### src/rtl/store_unit.sv
// rtl/store_unit.sv - store alignment unit: SB/SH/SW onto byte lanes, one or two word writes
// Misaligned halfwords/words are split into two word-aligned writes over a req/ack handshake.
module store_unit #(
  parameter int         DATA_W   = 32,
  parameter logic [6:0] STORE_OP = 7'b0100011
) (
  input  logic              clk,
  input  logic              rst_n,
  input  logic              start,
  input  logic [DATA_W-1:0] instruction,
  input  logic [DATA_W-1:0] address,
  input  logic [DATA_W-1:0] storeval,
  output logic              mem_req,
  input  logic              mem_ack,
  output logic [DATA_W-1:0] mem_addr,
  output logic [DATA_W-1:0] mem_wdata,
  output logic [3:0]        mem_be,
  output logic              busy,
  output logic              done,
  output logic              err
);

  typedef enum logic [1:0] {S_IDLE, S_WR0, S_WR1, S_FIN} state_t;

  state_t            r_state;
  logic [2:0]        r_funct3;
  logic [DATA_W-1:0] r_address;
  logic [DATA_W-1:0] r_storeval;

  logic                w_in_idle;
  logic [2:0]          w_funct3;
  logic [DATA_W-1:0]   w_addr;
  logic [DATA_W-1:0]   w_val;
  logic [1:0]          w_k;
  logic [3:0]          w_mask;
  logic [DATA_W-1:0]   w_val_m;
  logic [7:0]          w_be_full;
  logic [2*DATA_W-1:0] w_data_full;
  logic                w_legal;
  logic                w_split;
  logic                w_unused;

  // In IDLE the lane logic looks at the live inputs so word 0 can be registered on the
  // start edge; afterwards it works from the latched operands.
  assign w_in_idle = (r_state == S_IDLE);
  assign w_funct3  = w_in_idle ? instruction[14:12] : r_funct3;
  assign w_addr    = w_in_idle ? address : r_address;
  assign w_val     = w_in_idle ? storeval : r_storeval;
  assign w_k       = w_addr[1:0];

  always_comb begin
    w_mask  = 4'b1111;
    w_val_m = w_val;
    case (w_funct3)
      3'b000: begin
        w_mask  = 4'b0001;
        w_val_m = {{(DATA_W-8){1'b0}}, w_val[7:0]};
      end
      3'b001: begin
        w_mask  = 4'b0011;
        w_val_m = {{(DATA_W-16){1'b0}}, w_val[15:0]};
      end
      default: ;
    endcase
  end

  // Shift across a double word: the low half is word 0, the high half spills into word 1.
  assign w_be_full   = {4'b0000, w_mask} << w_k;
  assign w_data_full = {{DATA_W{1'b0}}, w_val_m} << {w_k, 3'b000};
  assign w_split     = |w_be_full[7:4];
  assign w_legal     = (instruction[6:0] == STORE_OP) && !instruction[14] &&
                       !(instruction[13] && instruction[12]);
  assign w_unused    = ^{instruction[DATA_W-1:15], instruction[11:7]};

  always_ff @(posedge clk or negedge rst_n) begin
    if (!rst_n) begin
      r_state    <= S_IDLE;
      r_funct3   <= 3'b000;
      r_address  <= '0;
      r_storeval <= '0;
      mem_req    <= 1'b0;
      mem_addr   <= '0;
      mem_wdata  <= '0;
      mem_be     <= 4'b0000;
      busy       <= 1'b0;
      done       <= 1'b0;
      err        <= 1'b0;
    end else begin
      done <= 1'b0;
      err  <= 1'b0;
      case (r_state)
        S_IDLE: begin
          if (start) begin
            r_funct3   <= instruction[14:12];
            r_address  <= address;
            r_storeval <= storeval;
            busy       <= 1'b1;
            if (w_legal) begin
              r_state   <= S_WR0;
              mem_req   <= 1'b1;
              mem_addr  <= {address[DATA_W-1:2], 2'b00};
              mem_wdata <= w_data_full[DATA_W-1:0];
              mem_be    <= w_be_full[3:0];
            end else begin
              r_state <= S_FIN;
              done    <= 1'b1;
              err     <= 1'b1;
            end
          end
        end
        S_WR0: begin
          if (mem_ack) begin
            if (w_split) begin
              r_state   <= S_WR1;
              mem_addr  <= mem_addr + DATA_W'(4);
              mem_wdata <= w_data_full[2*DATA_W-1:DATA_W];
              mem_be    <= w_be_full[7:4];
            end else begin
              r_state   <= S_FIN;
              mem_req   <= 1'b0;
              mem_addr  <= '0;
              mem_wdata <= '0;
              mem_be    <= 4'b0000;
              done      <= 1'b1;
            end
          end
        end
        S_WR1: begin
          if (mem_ack) begin
            r_state   <= S_FIN;
            mem_req   <= 1'b0;
            mem_addr  <= '0;
            mem_wdata <= '0;
            mem_be    <= 4'b0000;
            done      <= 1'b1;
          end
        end
        default: begin
          r_state <= S_IDLE;
          busy    <= 1'b0;
        end
      endcase
    end
  end

endmodule

### config.mk
export PLATFORM = sky130hd
export DESIGN_NAME = store_unit
export DESIGN_NICKNAME = d
export VERILOG_FILES = /design/src/rtl/store_unit.sv
export SDC_FILE = /design/constraint.sdc
export NUM_CORES = 1
export LEC_CHECK = 0
export CORE_MARGIN = 1.5
export CORE_UTILIZATION = 45
export CTS_CLUSTER_DIAMETER = 80
export DETAILED_ROUTE_END_ITERATION = 10
export GPL_TIMING_DRIVEN = 1
export PLACE_DENSITY = 0.78
export SLEW_MARGIN = 20
export SYNTH_ARGS = -nofsm -noshare
export SYNTH_HDL_FRONTEND = slang
export SYNTH_SLANG_ARGS = --single-unit
### constraint.sdc
create_clock -name clk -period 6.9 [get_ports clk]
set_clock_uncertainty 0.05 [all_clocks]
set_input_delay 1.035 -clock clk [delete_from_list [all_inputs] [get_ports clk]]
set_output_delay 1.035 -clock clk [all_outputs]
set_load 0.01 [all_outputs]
Word-level counts from Yosys, hierarchy flattened:

Index checks and enable logic that the tools add are counted.
W data, S select, Z words.

* flip-flop bits (word level): 111
* bits of input ports: 100
* output and inout port bits: 72
* logic and storage cells: 82

* add/subtract/negate cells: 1
* eq/ne operators: 9
* shifts and indexed selects: 2
* multiplexer cells: 43
* bitwise gates (word level): 1
* reductions and logical operators: 15

Operators with widths (count)
* $mux W32: 10
* $pmux W32 S3: 2
* $pmux W32 S2: 1
* $shl A32 B5 Y64: 1
* $add A32 B3 Y32 const B: 1
* $mux W4: 5
* $mux W1: 13
* $pmux W4 S3: 1
* $mux W2: 5
* $ne A2 B2 Y1 const B: 4
* $pmux W4 S2: 1
* $shl A4 B2 Y8: 1
* $eq A7 B6 Y1 const B: 1
* $pmux W1 S3: 2
* $pmux W2 S3: 1
* $reduce_and A6 Y1: 1
* $reduce_and A5 Y1: 1
* $reduce_and A2 Y1: 2
* $reduce_or A4 Y1: 1
* $eq A3 B1 Y1 const B: 1
* $logic_and A1 B1 Y1: 3
* $logic_not A3 Y1: 1
* $mux W3: 1
* $reduce_and A3 Y1: 1
* 9 further kinds: 10

Depth between registers and ports, before layout:

Gate-level depths: netlist of the first run.

* depth in word-level cells: 9
* depth in mapped cells: 11
* gate-level depth less buffers: 7

Least setup slack after synthesis of the first run:

Ideal clock, no wire load.

* kind: input-to-reg
* from: in instruction[3]
* to: reg mem_addr[16]
* setup time: 0.121 ns
* arrival time: 2.437 ns
* slack: 4.292 ns
* stages on the path: 7
* buffers on the path: 2
* cells stage by stage: nor4bb_1 -> a31oi_1 -> or3_1 -> buf_2 -> buf_6 -> a21o_1 -> a22o_1

* word-level cells in the longest chain between the ends: 5

RTL lines
* from (decl): RTL line 10 `input logic [DATA_W-1:0] instruction,`
* $eq A7 B6 Y1: RTL line 71 `assign w_legal = (instruction[6:0] == STORE_OP) && !instruction[14] &&`
* $logic_and A1 B1 Y1 (2 in a row): RTL line 71
* $ne A2 B1 Y1 (no source line)
* $reduce_and A5 Y1 (no source line)
* to (signal assigned): RTL line 101 `mem_addr <= {address[DATA_W-1:2], 2'b00};`
* to (signal assigned): RTL line 115 `mem_addr <= mem_addr + DATA_W'(4);`
* to (decl): RTL line 15 `output logic [DATA_W-1:0] mem_addr,`

Every way passes these cells.
A chain may end at the register's enable or synchronous reset.

Worst setup path in the final report of the first run:

* from: in instruction[14]
* to: reg mem_wdata[28]

* word-level cells in the longest chain between the ends: 8
* elaborated cells on any way between the ends: 18
* those cells by class: eq/ne (2); shift (2); mux (8); reduce/logical (6)

RTL lines
* branches (longest 8 deep; another with $shl A32 B5 Y64)
* to (signal assigned): RTL line 102 `mem_wdata <= w_data_full[DATA_W-1:0];`
* to (signal assigned): RTL line 116 `mem_wdata <= w_data_full[2*DATA_W-1:DATA_W];`
* to (decl): RTL line 16 `output logic [DATA_W-1:0] mem_wdata,`

Parallel ways; which one is timed is not known. The select of a mux whose other input is x is not followed.

==> flow_metrics.env, run 1 <==
export IMPL_status="completed"
export IMPL_n_antenna_cell=0
export IMPL_p_leak_uw=0.00332
export IMPL_synth_edff_count=0
export IMPL_max_freq_mhz=270
export IMPL_ctsHoldBuffers=0
export IMPL_vias=5964
export IMPL_netlist_area_sq_mm=0.00637
export IMPL_arrival_ns=3.94
export IMPL_cts_reportedPaths_clkPinSlew_ns=0.07
export IMPL_rsz0062_at_grt="false"
export IMPL_final_cells=964
export IMPL_cts_tree="built"
export IMPL_start_util_pct=46.1
export IMPL_die_y_um=122
export IMPL_firstDrtPassIters=7
export IMPL_antenna_found_initial=0
export IMPL_hold_viol=0
export IMPL_gr_total_overflow=0
export IMPL_ioPinCount=172
export IMPL_finalSetupViolCount=0
export IMPL_required_ns=7.14
export IMPL_portBuffers=147
export IMPL_cp_top_family="simple AND/OR/NAND/NOR gates"
export IMPL_start_kind="input pin"
export IMPL_layout_cells_most_common="clkdlybuf4s50_1"
export IMPL_critPathCaptureType="flop"
export IMPL_ir_drop_mv=0.231
export IMPL_critPathMaxStageDelay_ns=0.74
export IMPL_tightest_slew_ns=0.896
export IMPL_wl_met2_um=9040
export IMPL_drc=0
export IMPL_worst_setup_path_type="input pin to flop"
export IMPL_synth_cell_type_count=63
export IMPL_yosys_area_share_simple_pct=13.8
export IMPL_syn_inst=657
export IMPL_synth_compound_area_share_pct=23.7
export IMPL_dp_cells=947
export IMPL_route_met3_wl_um=1560
export IMPL_max_slew_margin_pct=40.2
export IMPL_post_cts_setup_buffers=0
export IMPL_post_drt_via_cell_ratio=6.19
export IMPL_area_delta_synth_final_pct=29.9
export IMPL_synth_top_family_by_area="compound AO/OA/AOI/OAI gates"
export IMPL_regArea_sq_mm=0.00273
export IMPL_cp_max_fo=64
export IMPL_ys_seq_area_share_pct=42.8
export IMPL_drt_wl_total_um=18900
export IMPL_die_area_sq_mm=0.0149
export IMPL_synth_mux_area_share_pct=13.2
export IMPL_drv_cap=0
export IMPL_routedWlPerCell_um=19.6
export IMPL_drv_slew=0
export IMPL_cts_buffer_depth=2
export IMPL_synthAdderAreaFrac_pct=0.982
export IMPL_powerDensity_mw_per_mm2=545
export IMPL_htree_num_levels=3
export IMPL_synth_xor_area_share_pct=0
export IMPL_routed_top_layer="met4"
export IMPL_dieWidth_um=122
export IMPL_cts_sinks=109
export IMPL_drt_iter0_markers=656
export IMPL_async_flop_share_pct=100
export IMPL_std_cell_rows=43
export IMPL_place_congestion=0.937
export IMPL_ys_flop_type="dfrtp_1"
export IMPL_syn_avg_cell_area_sq_um=9.70
export IMPL_grt_pass1_wl_um=30000
export IMPL_cts_buffers_inserted=9
export IMPL_nets=884
export IMPL_multi_input_area_sq_mm=0.00332
export IMPL_fill_cells=1134
export IMPL_final_cell_mix="clkdlybuf4s50_1, dfrtp_1, nor2_1, mux2_2, nand2_1"
export IMPL_grt_pass1_vias=5740
export IMPL_grt_max_degree=79
export IMPL_ant_nets=0
export IMPL_yosysWarningCount=0
export IMPL_period_needed_ns=3.70
export IMPL_cts_resized=0
export IMPL_crit_buf_inv=2
export IMPL_coreArea_sq_mm=0.0138
export IMPL_wl_met1_um=7780
export IMPL_period_share_pct=53.6
export IMPL_ys_ff_latch=109
export IMPL_setup_tns_ns=0
export IMPL_insertion_delay_ns=0.36
export IMPL_cp_cell_sequence="clkdlybuf4s50_1, nor4b_2, a31oi_1, or3_2, buf_4, nor2_1, a32o_1"
export IMPL_worst_path_max_delay_cell="nor2_1"
export IMPL_drive_above_1_share_pct=13.0
export IMPL_cts_root_buf="clkbuf_16"
export IMPL_min_path_type="flop to flop"
export IMPL_dpl_hpwl_um=12900
export IMPL_grt_usage_pct=26.0
layout make-up:
cell class	instances	area share [%]
clock buffer	9	2.72
clock inverter	7	1.47
inverter	30	1.36
multi-input combinational	475	40.1
sequential	109	33.0
tap	180	2.72
timing repair buffer	154	18.7
worst min-delay path: stages, from the launching register on:
cell	delay, ns
dfrtp_1	0.35
nand2_1	0.05
o21ai_1	0.06
flip-flops by register name, summed over array words and instances (netlist names):
signal	cells
r_state	2
mem_wdata	32
mem_be	4
r_address	2
done	1
mem_req	1
r_funct3	3
mem_addr	30
busy	1
err	1
r_storeval	32
final timing paths:
kind / startpoint / to / slack [ns] / cells past startpoint
worst min register to register: mem_wdata[17] / mem_wdata[17] / 0.44 / 2
worst max-delay path: instruction[14] / mem_wdata[28] / 3.20 / 7
worst max register to register: r_state[0] / mem_addr[17] / 3.36 / 9
min in group asynchronous: rst_n / mem_addr[30] / 0.56 / 1
max in group asynchronous: rst_n / r_state[1] / 5.17 / 2
worst min-delay path: mem_wdata[17] / mem_wdata[17] / 0.44 / 2
stage by stage:
step	utilization [%]	setup slack, ns	instance area [sq um]	hold WS, ns	power, uW
6_report	59.9	3.20	8280	0.439	4510
5_1_grt	59.9	3.03	8280	0.466	4820
4_1_cts	59.6	2.99	8240	0.446	4470
3_5_place_dp	57.1	2.74	7890	0.430	3850
3_3_place_gp	57.1	2.88	7890	0.406	3750
2_1_floorplan	-	4.29	6380	0.425	2970
cells in the mapped netlist (2+ instances only):
| cell type | instances | share of area [%] |
|---|---|---|
| a211o_1 | 2 | 0.27 |
| a211oi_1 | 6 | 0.71 |
| a21o_1 | 5 | 0.59 |
| a21oi_1 | 40 | 3.1 |
| a221o_1 | 3 | 0.47 |
| a22o_1 | 14 | 1.9 |
| a22oi_1 | 11 | 1.3 |
| a2bb2oi_1 | 7 | 0.96 |
| a31oi_1 | 9 | 0.88 |
| a32o_1 | 11 | 1.7 |
| a32oi_1 | 6 | 0.82 |
| and2_1 | 2 | 0.20 |
| and3_1 | 5 | 0.49 |
| buf_2 | 14 | 1.1 |
| buf_4 | 10 | 1.2 |
| buf_6 | 2 | 0.35 |
| clkbuf_1 | 18 | 1.1 |
| dfrtp_1 | 109 | 43 |
| ha_1 | 5 | 0.98 |
| inv_1 | 29 | 1.7 |
| mux2_2 | 54 | 9.5 |
| mux2i_1 | 23 | 3.6 |
| nand2_1 | 52 | 3.1 |
| nand3_1 | 15 | 1.2 |
| nand4_1 | 10 | 0.98 |
| nor2_1 | 67 | 3.9 |
| nor3_1 | 9 | 0.71 |
| nor3_2 | 2 | 0.31 |
| nor4_1 | 2 | 0.20 |
| nor4_2 | 3 | 0.59 |
| o211ai_1 | 8 | 0.94 |
| o21a_1 | 8 | 0.94 |
| o21ai_0 | 22 | 1.7 |
| o21ai_1 | 7 | 0.55 |
| o221a_2 | 2 | 0.35 |
| o221ai_1 | 14 | 1.9 |
| o22ai_1 | 13 | 1.3 |
| o2bb2ai_1 | 2 | 0.27 |
| o31ai_1 | 4 | 0.47 |
| o32a_1 | 5 | 0.79 |
| o32ai_1 | 3 | 0.41 |
| or3_1 | 3 | 0.29 |
power by group:
| group | total (uW) | internal (uW) | switching (uW) |
|---|---|---|---|
| Combinational | 2730 | 1180 | 1550 |
| Sequential | 1180 | 950 | 228 |
| Clock | 608 | 357 | 251 |
| Total | 4510 | 2480 | 2030 |
cells by family after synthesis:
| kind of cell | Yosys count |
|---|---|
| flops | 109 |
| mux | 77 |
| compound gates | 209 |
| fa+ha+maj | 5 |
| other cells | 1 |
| buf+inv | 74 |
| simple gates | 182 |
metal layers:
metal  up-vias  global-route usage [%]
met3        38                    4.21
met2       322                    42.7
met4         0                    12.3
met5         -                       0
li1       2715                       -
met1      2889                    33.6
(Power assumes the default switching activity.)
==> inputs of run 2 (changes only) <==
--- a/config.mk
+++ b/config.mk
@@ -6,11 +6,11 @@
 export NUM_CORES = 1
 export LEC_CHECK = 0
 export CORE_MARGIN = 1.5
-export CORE_UTILIZATION = 45
+export CORE_UTILIZATION = 44
 export CTS_CLUSTER_DIAMETER = 80
 export DETAILED_ROUTE_END_ITERATION = 10
 export GPL_TIMING_DRIVEN = 1
-export PLACE_DENSITY = 0.78
+export PLACE_DENSITY = 0.8
 export SLEW_MARGIN = 20
 export SYNTH_ARGS = -nofsm -noshare
 export SYNTH_HDL_FRONTEND = slang
==> constraint.sdc (replaced) <==
create_clock -name clk -period 3.1 [get_ports clk]
set_clock_uncertainty 0.05 [all_clocks]
set_input_delay 0.465 -clock clk [delete_from_list [all_inputs] [get_ports clk]]
set_output_delay 0.465 -clock clk [all_outputs]
set_load 0.01 [all_outputs]
==> flow_metrics.env, run 2 (synthesis results as in run 1) <==
export IMPL_status="completed"
export IMPL_p_sw_uw=4560
export IMPL_rsz0062_at_grt="false"
export IMPL_setup_slack_ns=0.256
export IMPL_min_path_type="input pin to asynchronous set/reset pin"
export IMPL_ctsHoldBuffers=0
export IMPL_firstDrtPassIters=5
export IMPL_cp_max_fo=17
export IMPL_layout_cells_most_common="clkdlybuf4s50_1"
export IMPL_place_congestion=0.897
export IMPL_ant_nets=0
export IMPL_drv_cap=0
export IMPL_p_int_uw=5580
export IMPL_reg_top3="mem_wdata (32), r_storeval (32), mem_addr (30)"
export IMPL_portBuffers=147
export IMPL_drt_iter0_markers=636
export IMPL_nets=897
export IMPL_hold_viol=0
export IMPL_powerDensity_mw_per_mm2=1210
export IMPL_max_slew_margin_pct=47.3
export IMPL_finalSetupViolCount=0
export IMPL_p_leak_uw=0.00337
export IMPL_critPathMaxStageDelay_ns=0.56
export IMPL_grt_pass1_wl_um=30200
export IMPL_cts_buffer_depth=2
export IMPL_drt_wl_total_um=19400
export IMPL_die_y_um=123
export IMPL_cts_resized=0
export IMPL_gr_total_overflow=0
export IMPL_ir_drop_mv=0.620
export IMPL_cts_sinks=109
export IMPL_worst_path_max_delay_cell="nor2_2"
export IMPL_max_freq_mhz=352
export IMPL_drive_above_1_share_pct=13.9
export IMPL_pre_cts_slack_ns=0.0269
export IMPL_final_cell_mix="clkdlybuf4s50_1, dfrtp_1, nor2_1, mux2_2, nand2_1"
export IMPL_drc=0
export IMPL_p_seq_share_pct=25.9
export IMPL_r2r_cells=8
export IMPL_critPathCaptureType="flop"
export IMPL_crit_buf_inv=2
export IMPL_drv_slew=0
export IMPL_antenna_found_initial=0
export IMPL_std_cell_rows=43
export IMPL_start_util_pct=45.6
export IMPL_period_needed_ns=2.84
export IMPL_p_comb_share_pct=61.9
export IMPL_post_drt_via_cell_ratio=6.12
export IMPL_area_delta_synth_final_pct=31.0
export IMPL_cts_root_buf="clkbuf_16"
export IMPL_dpl_hpwl_um=13800
export IMPL_required_ns=3.33
export IMPL_clock_power_share_pct=12.2
export IMPL_final_util_pct=59.7
export IMPL_cts_reportedPaths_clkPinSlew_ns=0.07
export IMPL_cts_tree="built"
export IMPL_vias=5984
export IMPL_n_antenna_cell=0
export IMPL_grt_max_degree=50
export IMPL_dieWidth_um=123
export IMPL_tightest_slew_ns=0.788
export IMPL_htree_num_levels=3
export IMPL_cp_cell_sequence="inv_1, ha_2, buf_4, nor3b_1, nor2_2, nand3_1, o221a_2, o21ai_1"
export IMPL_swShare_pct=44.9
export IMPL_cp_top_family="simple AND/OR/NAND/NOR gates"
export IMPL_grt_pass1_vias=5872
export IMPL_setup_tns_ns=0
export IMPL_start_kind="flop"
export IMPL_post_cts_setup_buffers=0
export IMPL_ioPinCount=172
export IMPL_grt_usage_pct=25.8
export IMPL_coreArea_sq_mm=0.0140
export IMPL_cp_depth=8
export IMPL_routedWlPerCell_um=19.9
export IMPL_insertion_delay_ns=0.36
export IMPL_period_share_pct=91.7
export IMPL_die_area_sq_mm=0.0152
export IMPL_arrival_ns=3.08
export IMPL_worst_setup_path_type="flop to flop"
export IMPL_cts_buffers_inserted=9
run 2: worst paths after layout:
| check | endpoint | from | slack (ns) |
|---|---|---|---|
| setup / recovery | mem_wdata[16] | r_state[0] | 0.26 |
| hold / removal | mem_addr[30] | rst_n | 0.08 |
| setup reg to reg | mem_wdata[16] | r_state[0] | 0.26 |
| hold reg to reg | mem_be[0] | mem_be[0] | 0.43 |
| max in group asynchronous | mem_addr[3] | rst_n | 2.14 |
| min in group clk | mem_be[0] | mem_be[0] | 0.43 |
run 2: routing by layer:
layer / track usage, % / up-vias / wire [um]
li1: - / 2735 / -
met1: 33.3 / 2916 / 8060
met2: 43.7 / 303 / 9500
met3: 4.34 / 30 / 1440
met4: 8.98 / 0 / 391
met5: 0 / - / 0
run 2: cell type report:
type | count | area [sq um]
inverter | 30 | 113
clock inverter | 5 | 75.1
clock buffer | 11 | 233
sequential | 109 | 2730
tap | 180 | 225
multi-input combinational | 475 | 3310
timing repair buffer | 167 | 1660
fill | 1183 | 5640
run 2: power groups by stage:
stage | Combinational, uW | Sequential [uW] | Clock (uW)
final | 6280 | 2630 | 1240
after global routing | 6780 | 2700 | 1310
after CTS | 6200 | 2620 | 1250
after detailed placement | 6160 | 2640 | 0
after global placement | 6030 | 2590 | 0
after floorplan | 3930 | 2690 | 0
run 2: stage by stage:
stage | hold WS [ns] | instances | cell area [sq um] | total power [uW]
global placement | 0.400 | 960 | 8010 | 8620
global route | 0.130 | 977 | 8350 | 10800
detailed placement | 0.423 | 960 | 8010 | 8810
finish | 0.0794 | 977 | 8350 | 10100
CTS | 0.0956 | 976 | 8320 | 10100
floorplan | 0.119 | 658 | 6380 | 6620
==> inputs of run 3 (changes only) <==
--- a/config.mk
+++ b/config.mk
@@ -10,7 +10,9 @@
 export CTS_CLUSTER_DIAMETER = 80
 export DETAILED_ROUTE_END_ITERATION = 10
 export GPL_TIMING_DRIVEN = 1
+export HOLD_SLACK_MARGIN = 0.06
 export PLACE_DENSITY = 0.8
+export RECOVER_POWER = 50
 export SLEW_MARGIN = 20
 export SYNTH_ARGS = -nofsm -noshare
 export SYNTH_HDL_FRONTEND = slang
==> flow_metrics.env, run 3 (synthesis results as in run 1) <==
export IMPL_status="completed"
export IMPL_cts_sinks=109
export IMPL_crit_buf_inv=2
export IMPL_powerDensity_mw_per_mm2=1210
export IMPL_grt_pass1_vias=5872
export IMPL_start_kind="flop"
export IMPL_post_cts_setup_buffers=0
export IMPL_gr_total_overflow=0
export IMPL_p_int_uw=5510
export IMPL_nets=897
export IMPL_p_comb_share_pct=61.6
export IMPL_final_cells=977
export IMPL_antenna_found_initial=0
export IMPL_final_cell_mix="clkdlybuf4s50_1, dfrtp_1, nor2_1, mux2_2, nand2_1"
export IMPL_ant_nets=0
export IMPL_ioPinCount=172
export IMPL_cts_tree="built"
export IMPL_clock_power_share_pct=12.3
export IMPL_place_congestion=0.897
export IMPL_grt_max_degree=50
export IMPL_post_drt_via_cell_ratio=6.09
export IMPL_period_needed_ns=2.85
export IMPL_arrival_ns=3.08
export IMPL_swShare_pct=45.2
export IMPL_vias=5951
export IMPL_p_sw_uw=4550
export IMPL_cp_top_family="simple AND/OR/NAND/NOR gates"
export IMPL_ir_drop_mv=0.620
export IMPL_worst_path_max_delay_cell="nor2_2"
export IMPL_cts_root_buf="clkbuf_16"
export IMPL_die_y_um=123
export IMPL_required_ns=3.33
export IMPL_cts_reportedPaths_clkPinSlew_ns=0.07
export IMPL_routedWlPerCell_um=19.8
export IMPL_setup_tns_ns=0
export IMPL_cp_cell_sequence="inv_1, ha_2, buf_4, nor3b_1, nor2_2, nand3_1, o221a_2, o21ai_1"
export IMPL_start_util_pct=45.6
export IMPL_tightest_slew_ns=1.31
export IMPL_grt_pass1_wl_um=30200
export IMPL_insertion_delay_ns=0.36
export IMPL_finalSetupViolCount=0
export IMPL_drc=0
export IMPL_drv_cap=0
export IMPL_grt_usage_pct=25.8
export IMPL_firstDrtPassIters=5
export IMPL_dieWidth_um=123
export IMPL_critPathMaxStageDelay_ns=0.57
export IMPL_dp_cells=960
export IMPL_ctsHoldBuffers=0
export IMPL_area_delta_synth_final_pct=30.7
export IMPL_worst_setup_path_type="flop to flop"
export IMPL_p_seq_share_pct=26.1
export IMPL_drt_wl_total_um=19400
export IMPL_cts_buffer_depth=2
export IMPL_max_freq_mhz=351
export IMPL_p_leak_uw=0.00340
export IMPL_n_antenna_cell=0
export IMPL_die_area_sq_mm=0.0152
export IMPL_min_path_type="input pin to asynchronous set/reset pin"
export IMPL_htree_num_levels=3
export IMPL_critPathCaptureType="flop"
export IMPL_dpl_hpwl_um=13800
export IMPL_cts_buffers_inserted=9
export IMPL_drv_slew=0
export IMPL_portBuffers=147
export IMPL_reg_top3="mem_wdata (32), r_storeval (32), mem_addr (30)"
export IMPL_cts_resized=0
export IMPL_std_cell_rows=43
export IMPL_rsz0062_at_grt="false"
export IMPL_drive_above_1_share_pct=13.8
export IMPL_coreArea_sq_mm=0.0140
export IMPL_cp_max_fo=17
export IMPL_max_slew_margin_pct=12.3
export IMPL_period_share_pct=92.0
export IMPL_drt_iter0_markers=632
export IMPL_layout_cells_most_common="clkdlybuf4s50_1"
export IMPL_power_uw=10100
export IMPL_hold_viol=0
==> run 3: cell count changes in the layout (fill, tap and decap cells not counted), sizes merged <==
cell	delta
clkbuf	+3
buf	-3
clkdlybuf4s50	-34
dlygate4sd3	+34
==> run 3: final timing paths <==
path                            endpoint  slack (ns)  depth (start not counted)  startpoint
max in group asynchronous    mem_addr[2]        0.88                          2       rst_n
setup / recovery           mem_wdata[16]        0.25                          8  r_state[0]
min in group clk               mem_be[0]        0.43                          2   mem_be[0]
setup reg to reg           mem_wdata[16]        0.25                          8  r_state[0]
hold / removal              mem_addr[27]        0.30                          1       rst_n
hold reg to reg                mem_be[0]        0.43                          2   mem_be[0]
==> run 3: final cells by class <==
type | instances | area (sq um)
fill | 1186 | 5660
multi-input combinational | 475 | 3310
sequential | 109 | 2730
timing repair buffer | 167 | 1640
clock buffer | 11 | 233
tap | 180 | 225
inverter | 30 | 113
clock inverter | 5 | 75.1
==> run 3: routing by layer <==
metal  routed length (um)  vias to the layer above  part of all wire, %  global-route usage, %
li1                     -                     2731                    -                      -
met1                 8210                     2924                   42                   33.3
met2                 9440                      258                   49                   43.7
met3                 1270                       38                  6.6                   4.34
met4                  459                        0                  2.4                   8.98
met5                    0                        -                    0                      0
==> run 3: power groups by stage <==
stage / logic (uW) / registers [uW] / clock network (uW)
after floorplan: 3930 / 2690 / 0
after global placement: 6030 / 2590 / 0
after detailed placement: 6160 / 2640 / 0
after CTS: 6200 / 2620 / 1250
after global routing: 6710 / 2690 / 1310
final: 6190 / 2620 / 1240
==> run 3: stage by stage <==
step           setup slack (ns)  area (sq um)  hold slack (ns)  utilization [%]
2_1_floorplan             0.887          6380            0.119                -
3_3_place_gp             0.0891          8010            0.400             57.3
3_5_place_dp             0.0269          8010            0.423             57.3
4_1_cts                   0.140          8320           0.0956             59.5
5_1_grt                  0.0296          8330            0.402             59.5
6_report                  0.248          8330            0.298             59.5
